**config.mk**
```make
export PLATFORM = sky130hd
export DESIGN_NAME = approx_add_pipe
export DESIGN_NICKNAME = d
export VERILOG_FILES = /design/src/rtl/approx_add_pkg.sv /design/src/rtl/approx_add_seg.sv /design/src/rtl/approx_add_pipe.sv
export SDC_FILE = /design/constraint.sdc
export NUM_CORES = 1
export LEC_CHECK = 0
export CAP_MARGIN = 20
export CORE_MARGIN = 4
export CORE_UTILIZATION = 25
export DETAILED_ROUTE_END_ITERATION = 8
export GPL_TIMING_DRIVEN = 0
export HOLD_SLACK_MARGIN = 0.1
export PLACE_DENSITY = 0.51
export SKIP_CTS_REPAIR_TIMING = 1
export SLEW_MARGIN = 20
export SYNTH_ARGS = -nofsm -noshare
export SYNTH_HDL_FRONTEND = slang
export SYNTH_HIERARCHICAL = 1
export SYNTH_SLANG_ARGS = --single-unit
```
**constraint.sdc**
```tcl
create_clock -name clk -period 2.4 [get_ports clk]
set_clock_uncertainty 0.15 [all_clocks]
set_input_delay 0.24 -clock clk [delete_from_list [all_inputs] [get_ports clk]]
set_output_delay 0.24 -clock clk [all_outputs]
set_load 0.005 [all_outputs]
```
**src/rtl/approx_add_pkg.sv**
```systemverilog
// Shared constants and helpers for the pipelined approximate adder.
// The low-field helper is used by both the datapath and any reference model.
package approx_add_pkg;
  localparam int   DEF_WIDTH     = 8;
  localparam int   DEF_FILL_BITS = 3;
  localparam int   DEF_PASS_BITS = 1;
  localparam logic DEF_FILL_VAL  = 1'b1;
  localparam int   DEF_SEG_BITS  = 4;
  localparam int   MAXW          = 64;

  function automatic int nseg(input int width, input int seg);
    return (width + seg - 1) / seg;
  endfunction

  // Fill bits at the bottom, then pass bits copied from A; everything above is zero.
  function automatic logic [MAXW-1:0] lowfield(input logic [MAXW-1:0] a, input int fill_bits,
                                               input int pass_bits, input logic fill_val);
    logic [MAXW-1:0] r;
    r = '0;
    for (int i = 0; i < MAXW; i++) begin
      if (i < fill_bits)                  r[i] = fill_val;
      else if (i < fill_bits + pass_bits) r[i] = a[i];
    end
    return r;
  endfunction
endpackage

```
**src/rtl/approx_add_seg.sv**
```systemverilog
// One carry-chain pipeline stage: adds its operand segment, registers the
// partial result and forwards the rest of the transaction. The last stage applies the low field.
module approx_add_seg #(
  parameter int WIDTH    = 8,
  parameter int SEG_BITS = 4,
  parameter int IDX      = 0,
  parameter bit LAST     = 1'b0,
  parameter int L        = 4,
  parameter int LW       = 4,
  parameter int TW       = 5
) (
  input  logic             clk,
  input  logic             rst_n,
  input  logic             i_valid,
  output logic             o_ready,
  input  logic [WIDTH-1:0] i_a,
  input  logic [WIDTH-1:0] i_b,
  input  logic [WIDTH:0]   i_sum,
  input  logic             i_cy,
  input  logic [LW-1:0]    i_low,
  input  logic             i_exact,
  input  logic [TW-1:0]    i_tag,
  output logic             o_valid,
  input  logic             i_ready,
  output logic [WIDTH-1:0] o_a,
  output logic [WIDTH-1:0] o_b,
  output logic [WIDTH:0]   o_sum,
  output logic             o_cy,
  output logic [LW-1:0]    o_low,
  output logic             o_exact,
  output logic [TW-1:0]    o_tag
);
  localparam int LO = IDX * SEG_BITS;
  localparam int SW = LAST ? (WIDTH - LO) : SEG_BITS;

  logic [SW:0]    w_seg;
  logic [WIDTH:0] w_sum;
  logic           r_valid, r_cy, r_exact;
  logic [WIDTH-1:0] r_a, r_b;
  logic [WIDTH:0] r_sum;
  logic [LW-1:0]  r_low;
  logic [TW-1:0]  r_tag;

  assign w_seg = {1'b0, i_a[LO +: SW]} + {1'b0, i_b[LO +: SW]} + {{SW{1'b0}}, i_cy};

  always_comb begin
    w_sum = i_sum;
    w_sum[LO +: SW] = w_seg[SW-1:0];
    if (LAST) begin
      w_sum[WIDTH] = w_seg[SW];
      if (L > 0 && !i_exact) w_sum[LW-1:0] = i_low;
    end
  end

  assign o_ready = !r_valid || i_ready;

  always_ff @(posedge clk or negedge rst_n) begin
    if (!rst_n) begin
      r_valid <= 1'b0;
      r_a     <= '0;
      r_b     <= '0;
      r_sum   <= '0;
      r_cy    <= 1'b0;
      r_low   <= '0;
      r_exact <= 1'b0;
      r_tag   <= '0;
    end else if (o_ready) begin
      r_valid <= i_valid;
      if (i_valid) begin
        r_a     <= i_a;
        r_b     <= i_b;
        r_sum   <= w_sum;
        r_cy    <= w_seg[SW];
        r_low   <= i_low;
        r_exact <= i_exact;
        r_tag   <= i_tag;
      end
    end
  end

  assign o_valid = r_valid;
  assign o_a     = r_a;
  assign o_b     = r_b;
  assign o_sum   = r_sum;
  assign o_cy    = r_cy;
  assign o_low   = r_low;
  assign o_exact = r_exact;
  assign o_tag   = r_tag;
endmodule

```
**src/rtl/approx_add_pipe.sv**
```systemverilog
// Pipelined approximate unsigned adder with valid/ready flow control.
// Define APPROX_ADD_ERRSTAT_EN to add error statistics ports and counters.
module approx_add_pipe
  import approx_add_pkg::*;
#(
  parameter int   WIDTH     = DEF_WIDTH,
  parameter int   FILL_BITS = DEF_FILL_BITS,
  parameter int   PASS_BITS = DEF_PASS_BITS,
  parameter logic FILL_VAL  = DEF_FILL_VAL,
  parameter int   SEG_BITS  = DEF_SEG_BITS
) (
  input  logic             clk,
  input  logic             rst_n,
  input  logic             in_valid,
  output logic             in_ready,
  input  logic [WIDTH-1:0] in_a,
  input  logic [WIDTH-1:0] in_b,
  input  logic             in_exact,
  output logic             out_valid,
  input  logic             out_ready,
  output logic [WIDTH:0]   out_sum,
  output logic             out_exact
`ifdef APPROX_ADD_ERRSTAT_EN
  ,
  input  logic             stat_clr,
  output logic [31:0]      stat_cnt,
  output logic [31:0]      stat_err_sum,
  output logic [WIDTH:0]   stat_err_max
`endif
);
  localparam int L    = FILL_BITS + PASS_BITS;
  localparam int NSEG = nseg(WIDTH, SEG_BITS);
  localparam int LW   = (L > 0) ? L : 1;
  localparam int TW   = L + 1;
  localparam logic [WIDTH-1:0] MASK = {WIDTH{1'b1}} << L;

  if (FILL_BITS < 0 || PASS_BITS < 0 || L > WIDTH || SEG_BITS < 1 || WIDTH > MAXW) begin : g_illegal
    $error("approx_add_pipe: illegal parameter combination");
  end

  logic [NSEG:0]             vld_pipe, rdy_pipe, w_cy, w_exact;
  logic [NSEG:0][WIDTH-1:0]  w_a, w_b;
  logic [NSEG:0][WIDTH:0]    w_sum;
  logic [NSEG:0][LW-1:0]     w_low;
  logic [NSEG:0][TW-1:0]     w_tag;

  // Masking the low L bits of both operands guarantees no carry into the exact part.
  assign vld_pipe[0] = in_valid;
  assign in_ready    = rdy_pipe[0];
  assign rdy_pipe[NSEG] = out_ready;
  assign w_a[0]      = in_exact ? in_a : (in_a & MASK);
  assign w_b[0]      = in_exact ? in_b : (in_b & MASK);
  assign w_sum[0]    = '0;
  assign w_cy[0]     = 1'b0;
  assign w_low[0]    = LW'(lowfield(MAXW'(in_a), FILL_BITS, PASS_BITS, FILL_VAL));
  assign w_exact[0]  = in_exact;

`ifdef APPROX_ADD_ERRSTAT_EN
  if (L > 0) begin : g_diff
    logic [TW:0] w_diff, w_neg;
    assign w_diff   = {2'b00, in_a[LW-1:0]} + {2'b00, in_b[LW-1:0]} - {2'b00, w_low[0]};
    assign w_neg    = -w_diff;
    assign w_tag[0] = in_exact ? '0 : (w_diff[TW] ? w_neg[TW-1:0] : w_diff[TW-1:0]);
  end else begin : g_nodiff
    assign w_tag[0] = '0;
  end
`else
  assign w_tag[0] = '0;
`endif

  for (genvar k = 0; k < NSEG; k++) begin : g_seg
    approx_add_seg #(
      .WIDTH(WIDTH), .SEG_BITS(SEG_BITS), .IDX(k), .LAST(k == NSEG - 1),
      .L(L), .LW(LW), .TW(TW)
    ) u_seg (
      .clk(clk), .rst_n(rst_n),
      .i_valid(vld_pipe[k]), .o_ready(rdy_pipe[k]),
      .i_a(w_a[k]), .i_b(w_b[k]), .i_sum(w_sum[k]), .i_cy(w_cy[k]),
      .i_low(w_low[k]), .i_exact(w_exact[k]), .i_tag(w_tag[k]),
      .o_valid(vld_pipe[k+1]), .i_ready(rdy_pipe[k+1]),
      .o_a(w_a[k+1]), .o_b(w_b[k+1]), .o_sum(w_sum[k+1]), .o_cy(w_cy[k+1]),
      .o_low(w_low[k+1]), .o_exact(w_exact[k+1]), .o_tag(w_tag[k+1])
    );
  end

  assign out_valid = vld_pipe[NSEG];
  assign out_sum   = w_sum[NSEG];
  assign out_exact = w_exact[NSEG];

`ifdef APPROX_ADD_ERRSTAT_EN
  logic           w_hs;
  logic [32:0]    w_err_nx;
  logic [WIDTH:0] w_tag_ext;
  logic [31:0]    r_cnt, r_err_sum;
  logic [WIDTH:0] r_err_max;

  assign w_hs      = out_valid && out_ready;
  assign w_tag_ext = (WIDTH+1)'(w_tag[NSEG]);
  assign w_err_nx  = {1'b0, r_err_sum} + 33'(w_tag[NSEG]);

  always_ff @(posedge clk or negedge rst_n) begin
    if (!rst_n) begin
      r_cnt     <= '0;
      r_err_sum <= '0;
      r_err_max <= '0;
    end else if (stat_clr) begin
      r_cnt     <= '0;
      r_err_sum <= '0;
      r_err_max <= '0;
    end else if (w_hs) begin
      if (r_cnt != '1) r_cnt <= r_cnt + 32'd1;
      r_err_sum <= w_err_nx[32] ? '1 : w_err_nx[31:0];
      if (w_tag_ext > r_err_max) r_err_max <= w_tag_ext;
    end
  end

  assign stat_cnt     = r_cnt;
  assign stat_err_sum = r_err_sum;
  assign stat_err_max = r_err_max;

  logic w_unused;
  assign w_unused = ^{w_a[NSEG], w_b[NSEG], w_cy[NSEG], w_low[NSEG]};
`else
  logic w_unused;
  assign w_unused = ^{w_a[NSEG], w_b[NSEG], w_cy[NSEG], w_low[NSEG], w_tag[NSEG]};
`endif
endmodule

```
# == Word-level counts from Yosys, hierarchy flattened ==
# Cells that the tools add are included.
# classes
add_sub_neg,3
muxes,3
reduce_logical,6
# op_table
cell,count
2-to-1 mux 4 bit,3
adder 4 x 4 -> 5 bit,2
adder 5 x 1 -> 5 bit,1
AND reduction 2 bit,2
logical NOT 1 bit,2
logical OR 1 bit,2
# totals
reg_bits,38
inputBits,21

# == Logic depth before layout (Yosys ltp) ==
# Gate-level depths: netlist of run 1.
# logic_depth
depth_word,4
depth_mapped,7
mapped_depth_nobuf,7

# == Hierarchy ==
# Netlist of run 1, hierarchy kept.
# modules_own_cells
mod,instances,cells_each,area_each_um2,seq_area_each_um2
approx_add_seg at g_seg[0].u_seg,1,103,1675.4,925.9
approx_add_seg at g_seg[1].u_seg,1,113,1657.8,900.9
approx_add_pipe,1,10,57.6,0.0

# == Least setup slack after synthesis of run 1 ==
# No wires, ideal clock.
# synth_path
path_type,reg2reg
startpoint,register g_seg[1].u_seg.r_valid
endpoint,register g_seg[0].u_seg.r_a[0]
setup_ns,0.125
arrival_ns,1.402
required_ns,2.125
path_slack_ns,0.723
stages_incl_launch_ff,8
n_path_buf,1
synth_period_minus_slack_ns,1.677
path_cell_list,dfrtp_1 -> nor2b_4 -> inv_2 -> nor2b_4 -> inv_6 -> nand2_8 -> buf_12 -> mux2_4
# synth_between
elab_chain_len,4
# synth_rtl
element,line,source
"start, declared",approx_add_seg.sv:38,"logic r_valid, r_cy, r_exact;"
"start signal, assigned",approx_add_seg.sv:68,r_valid <= i_valid;
logical NOT 1 bit,approx_add_seg.sv:55,assign o_ready = !r_valid || i_ready;
logical OR 1 bit,approx_add_seg.sv:55,
via rdy_pipe[1],approx_add_pipe.sv:41,"logic [NSEG:0] vld_pipe, rdy_pipe, w_cy, w_exact;"
logical OR 1 bit,approx_add_seg.sv:55,
via in_ready,approx_add_pipe.sv:15,"output logic in_ready,"
AND reduction 2 bit (no source line),--,
"end signal, assigned",approx_add_seg.sv:70,r_a <= i_a;
"end, declared",approx_add_seg.sv:39,"logic [WIDTH-1:0] r_a, r_b;"
# The timed path passes the listed nets, and every way through them passes these cells.
# A chain may end at the register's enable or synchronous reset.

# == Worst setup path after layout of run 1 ==
# layout_path
startpoint,input out_ready
endpoint,output in_ready
# layout_between
elab_chain_len,2
# layout_rtl
element,line,source
"start, declared",approx_add_pipe.sv:20,"input logic out_ready,"
logical OR 1 bit,approx_add_seg.sv:55,
via rdy_pipe[1],approx_add_pipe.sv:41,
logical OR 1 bit,approx_add_seg.sv:55,
"end, declared",approx_add_pipe.sv:15,
# The timed path passes the listed nets, and every way through them passes these cells.

==> flow_metrics.env, run 1 <==
export IMPL_drive_above_1_share_pct=22.47
export IMPL_clk_pin_slew_worst_paths_ns=0.06
export IMPL_cts_sinks=30
export IMPL_critPathKind="in -> out"
export IMPL_syn_to_final_growth_pct=30.77
export IMPL_first_global_vias=1158
export IMPL_grt_max_degree=31
export IMPL_min_to="g_seg[1].u_seg/o_sum[3]"
export IMPL_cts_tree="yes"
export IMPL_rsz0062_at_grt="false"
export IMPL_grt_ovfl_total=0
export IMPL_numPortBuffers=32
export IMPL_yosysWarnings=6
export IMPL_r2r_end="g_seg[1].u_seg/o_sum[5]"
export IMPL_min_delay_path_depth=2
export IMPL_startpoint_type="primary input"
export IMPL_max_cap_violations=0
export IMPL_ctsRootBufferMaster="clkbuf_8"
export IMPL_dpl_instance_area_um2=2111
export IMPL_io_pins=33
export IMPL_met2WireLength_um=1327
export IMPL_die_h_um=90.26
export IMPL_crit_path_end_kind="output port"
export IMPL_via_per_inst=4.220
export IMPL_min_period_ns=2.074
export IMPL_relSlewSlack_pct=55.24
export IMPL_start_util_pct=26.19
export IMPL_core_um2=6459
export IMPL_cts_buffer_depth=2
export IMPL_r2r_slack_ns=0.65
export IMPL_tns_ns=0
export IMPL_ff2ff_path_depth=4
export IMPL_clock_latency_ns=0.28
export IMPL_wl_per_cell_um=12.02
export IMPL_route_detailed_drc=0
export IMPL_num_vias=1076
export IMPL_p_leak_uw=0.0009896
export IMPL_wl_met3_um=192
export IMPL_totalWireLength_um=3065
export IMPL_arrival_ns=1.68
export IMPL_ant_nets=0
export IMPL_dieWidth_um=90.26
export IMPL_drtIter0Drc=24
export IMPL_pwr_share_comb_pct=32.0
export IMPL_grt_pass1_wl_um=5271
export IMPL_drt_met1_wl_um=1517
export IMPL_timing_final_hold_violations=0
export IMPL_status="completed"
export IMPL_numCtsBuffers=5
export IMPL_crit_fanout=5
export IMPL_whs_ns=0.3604
export IMPL_cp_required_ns=2.01
export IMPL_slew_violations=0
export IMPL_tightest_slew_ns=0.6714
export IMPL_dp_hpwl_um=2390
export IMPL_post_synth_instance_area_um2=1692
export IMPL_antenna_found_initial=0
export IMPL_p_sw_uw=432.3
export IMPL_swShare_pct=26.97
export IMPL_setup_ws_ns=0.3255
export IMPL_hp_start="g_seg[1].u_seg/o_sum[3]"
export IMPL_synth_area_per_cell_um2=12.53
export IMPL_hold_class="reg -> reg"
export IMPL_pre_cts_slack_ns=0.02926
export IMPL_internal_power_uw=1171
export IMPL_rows=29
export IMPL_firstDrtPassIters=4
export IMPL_fin_crit_sh_pct=86.44
export IMPL_fillers=681
export IMPL_syn_inst=135
export IMPL_grt_usage_pct=8.151
export IMPL_diodes=0
export IMPL_seqPwrFrac_pct=42.4
export IMPL_gp_congestion=0.6890
export IMPL_dieArea_um2=8147
export IMPL_top_layer="met4"
export IMPL_htree_levels=2
export IMPL_fin_nets=208
export IMPL_powerDensity_nw_per_um2=724.6
export IMPL_fin_area_um2=2212
export IMPL_ir_worst_vdd_mv=0.2058
export IMPL_fmax_mhz=482.0
export IMPL_p_clk_share_pct=25.6
export IMPL_setup_violations=0
export IMPL_r2r_start="g_seg[0].u_seg/o_a[4]"
layout make-up:
cell class,count,area (um2),area share (%)
Inverter,10,42.54,1.923
Clock buffer,7,86.33,3.903
Sequential cell,30,750.7,33.94
Buffer,9,111.4,5.034
Tap cell,77,96.34,4.355
Multi-Input combinational cell,88,794.5,35.92
Timing Repair Buffer,33,325.3,14.71
Clock inverter,1,5.005,0.2262
registers in the layout (all words and copies together) (netlist names):
name,flops
g_seg.u_seg/o_valid,2
g_seg.u_seg/o_b,4
g_seg.u_seg/o_low,4
g_seg.u_seg/o_sum,12
g_seg.u_seg/o_cy,2
g_seg.u_seg/o_exact,2
g_seg.u_seg/o_a,4
power groups by stage:
stage	logic, uW	clock network (uW)	registers [uW]
4_1_cts	521	427	682
3_5_place_dp	519	0	691
2_1_floorplan	289	0	680
5_1_grt	570	448	696
3_3_place_gp	514	0	691
6_report	512	411	680
cells in the final DEF (no fill, tap or decap), types with 2 or more instances in the layout:
master            n
buf_2             2
buf_12            4
nand2_1           2
nand3_1           2
o21ai_0          17
fa_1              4
nor3_1            2
nor2b_1           2
nor2b_4           2
o21ai_1           3
inv_1             7
conb_1            4
mux2_4           12
ha_1              6
dfrtp_1          30
clkdlybuf4s50_1  31
and3b_1           2
a21oi_1           4
mux2i_1           4
a21boi_0          2
clkbuf_1          2
xor2_1            2
and2_1            8
mux2_2            4
clkbuf_8          6
inv_2             2
metrics by stage:
| stage | utilization (%) | total power [uW] | std cells |
|---|---|---|---|
| after global placement | 32.76 | 1205 | 246 |
| after global routing | 34.25 | 1713 | 255 |
| after CTS | 34.10 | 1630 | 254 |
| final | 34.25 | 1603 | 255 |
| after detailed placement | 32.68 | 1210 | 246 |
| after floorplan | - | 969.3 | 137 |
layer usage:
metal,global-route usage [%],vias to the layer above
li1,-,539
met1,10.62,506
met2,12.20,29
met3,2.917,2
met4,3.444,0
met5,0,-
worst max-delay path: stages:
cell             delay (ns)
clkdlybuf4s50_1        0.45
nor2b_4                0.18
inv_2                  0.09
nor2b_4                0.21
inv_6                  0.07
clkdlybuf4s50_1        0.46
worst max-delay path by stage:
| stage | start | to | slack (ns) |
|---|---|---|---|
| 2_1_floorplan | g_seg[0].u_seg/o_a[4] | g_seg[1].u_seg/o_sum[5] | 0.76 |
| 3_3_place_gp | in_exact | g_seg[0].u_seg/o_cy | 0.04 |
| 3_5_place_dp | in_exact | g_seg[0].u_seg/o_cy | 0.03 |
| 4_1_cts | out_ready | in_ready | 0.30 |
| 5_1_grt | in_exact | g_seg[0].u_seg/o_cy | 0.24 |
| 6_report | out_ready | in_ready | 0.33 |
Power figures use the tool's default switching activity.
==> run 2: changes to the inputs <==
- clock period: 2.4 -> 2.2 ns (I/O delays scaled with it)
==> results of run 2 <==
The final DEF is identical to that of run 1. Status: completed.
Among the figures that moved: setup slack after placement 0.02926 ns -> -0.1507 ns; setup slack after layout 0.3255 ns -> 0.1655 ns; register-to-register setup slack 0.65 ns -> 0.45 ns; total power 1603 uW -> 1749 uW; worst IR drop on VDD 0.2058 mV -> 0.2245 mV
==> run 3: changes to the inputs <==
- CORE_MARGIN: 4 -> 2
==> flow_metrics.env, run 3 (same netlist as run 1, synthesis figures left out) <==
export IMPL_critPathSlowestCell="clkdlybuf4s50_1"
export IMPL_totalWireLength_um=2945
export IMPL_cp_top_family="buffers and inverters"
export IMPL_clock_latency_ns=0.28
export IMPL_final_common_cell="clkdlybuf4s50_1"
export IMPL_min_period_ns=2.035
export IMPL_numCtsBuffers=5
export IMPL_dieWidth_um=86.26
export IMPL_rsz0062_at_grt="false"
export IMPL_setup_ws_ns=0.1652
export IMPL_firstDrtPassIters=4
export IMPL_totalPowerFinal_uw=1831
export IMPL_gp_congestion=0.7015
export IMPL_p_clk_share_pct=29.1
export IMPL_wl_per_cell_um=11.55
export IMPL_cp_required_ns=1.83
export IMPL_largest_reg_flops=12
export IMPL_swShare_pct=25.54
export IMPL_worst_path_buf_inv=4
export IMPL_fin_area_um2=2227
export IMPL_ir_worst_vdd_mv=0.2078
export IMPL_die_h_um=86.26
export IMPL_critPathKind="in -> out"
export IMPL_via_per_inst=4.239
export IMPL_route_detailed_drc=0
export IMPL_drtIter0Drc=15
export IMPL_cp_slowest_stage_delay_ns=0.45
export IMPL_placed_cells=246
export IMPL_dieArea_um2=7441
export IMPL_ctsRootBufferMaster="clkbuf_8"
export IMPL_dpl_instance_area_um2=2111
export IMPL_ant_nets=0
export IMPL_drive_above_1_share_pct=21.91
export IMPL_num_vias=1081
export IMPL_antenna_found_initial=0
export IMPL_htree_levels=2
export IMPL_crit_fanout=5
export IMPL_syn_to_final_growth_pct=31.66
export IMPL_dp_hpwl_um=2351
export IMPL_r2r_slack_ns=0.43
export IMPL_setup_violations=0
export IMPL_whs_ns=0.3572
export IMPL_pwr_share_comb_pct=30.4
export IMPL_fin_crit_sh_pct=92.49
export IMPL_arrival_ns=1.66
export IMPL_cts_buffer_depth=2
export IMPL_clk_pin_slew_worst_paths_ns=0.06
export IMPL_first_global_vias=1107
export IMPL_start_util_pct=26.19
export IMPL_startpoint_type="primary input"
export IMPL_tightest_slew_ns=0.6630
export IMPL_fin_nets=208
export IMPL_rows=29
export IMPL_relSlewSlack_pct=55.80
export IMPL_seqPwrFrac_pct=40.5
export IMPL_diodes=0
export IMPL_slew_violations=0
export IMPL_cp_cell_sequence="clkdlybuf4s50_1 -> nor2b_4 -> inv_2 -> nor2b_4 -> inv_6 -> clkdlybuf4s50_1"
export IMPL_grt_max_degree=31
export IMPL_grt_usage_pct=8.967
export IMPL_powerDensity_nw_per_um2=822.1
export IMPL_p_leak_uw=0.0009938
export IMPL_grt_ovfl_total=0
export IMPL_crit_path_end_kind="output port"
export IMPL_pre_cts_slack_ns=-0.1455
export IMPL_p_sw_uw=467.6
export IMPL_core_um2=6459
export IMPL_hold_class="in -> async"
export IMPL_layout_common_cells="31 x clkdlybuf4s50_1, 30 x dfrtp_1, 17 x o21ai_0, 12 x mux2_4, 8 x and2_1"
export IMPL_io_pins=33
export IMPL_max_cap_violations=0
export IMPL_grt_pass1_wl_um=5140
export IMPL_internal_power_uw=1363
export IMPL_numPortBuffers=32
export IMPL_timing_final_hold_violations=0
export IMPL_fmax_mhz=491.5
export IMPL_cts_sinks=30
export IMPL_status="completed"
export IMPL_cts_tree="yes"
export IMPL_final_cells=255
run 3: layout make-up:
type,instances,area (um2)
plain buffers,9,111.4
repair buffers,33,325.3
fillers,675,4232
inverters,10,42.54
clock inverters,1,30.03
flip-flops and latches,30,750.7
well taps,77,96.34
multi-input cells,88,794.5
clock buffers,7,76.32
run 3: stage by stage:
step	util [%]	setup TNS, ns
2_1_floorplan	-	0
3_3_place_gp	32.76	-0.2377
3_5_place_dp	32.68	-0.2579
4_1_cts	34.33	0
5_1_grt	34.48	0
6_report	34.48	0
run 3: worst reg2reg max path, cell delays in order, from the launching register on:
cell and delay [ns]:
dfrtp_1 0.40, fa_1 0.46, inv_1 0.10, fa_1 0.42, o21ai_0 0.16
run 3: final timing paths:
path,startpoint,to,cells after the start
setup / recovery,out_ready,in_ready,6
hold / removal,rst_n,g_seg[0].u_seg/o_a[4],2
setup reg to reg,g_seg[0].u_seg/o_a[4],g_seg[1].u_seg/o_sum[5],4
hold reg to reg,g_seg[0].u_seg/o_low[3],g_seg[0].u_seg/o_low[3],1
max in group asynchronous,rst_n,g_seg[1].u_seg/o_sum[5],2
min in group clk,g_seg[0].u_seg/o_low[3],g_seg[0].u_seg/o_low[3],1
run 3: routing by layer:
| metal | share of wire, % | up-vias | track usage [%] |
|---|---|---|---|
| met1 | 50 | 508 | 11.80 |
| li1 | - | 541 | - |
| met3 | 4.7 | 4 | 2.000 |
| met5 | 0 | - | 0 |
| met2 | 44 | 28 | 13.81 |
| met4 | 1.1 | 0 | 4.688 |
run 3: power groups by stage:
stage	Clock, uW	Combinational [uW]	Sequential, uW
6_report	533	556	742
5_1_grt	576	613	762
4_1_cts	550	566	745
3_5_place_dp	0	564	756
3_3_place_gp	0	559	754
2_1_floorplan	0	315	742
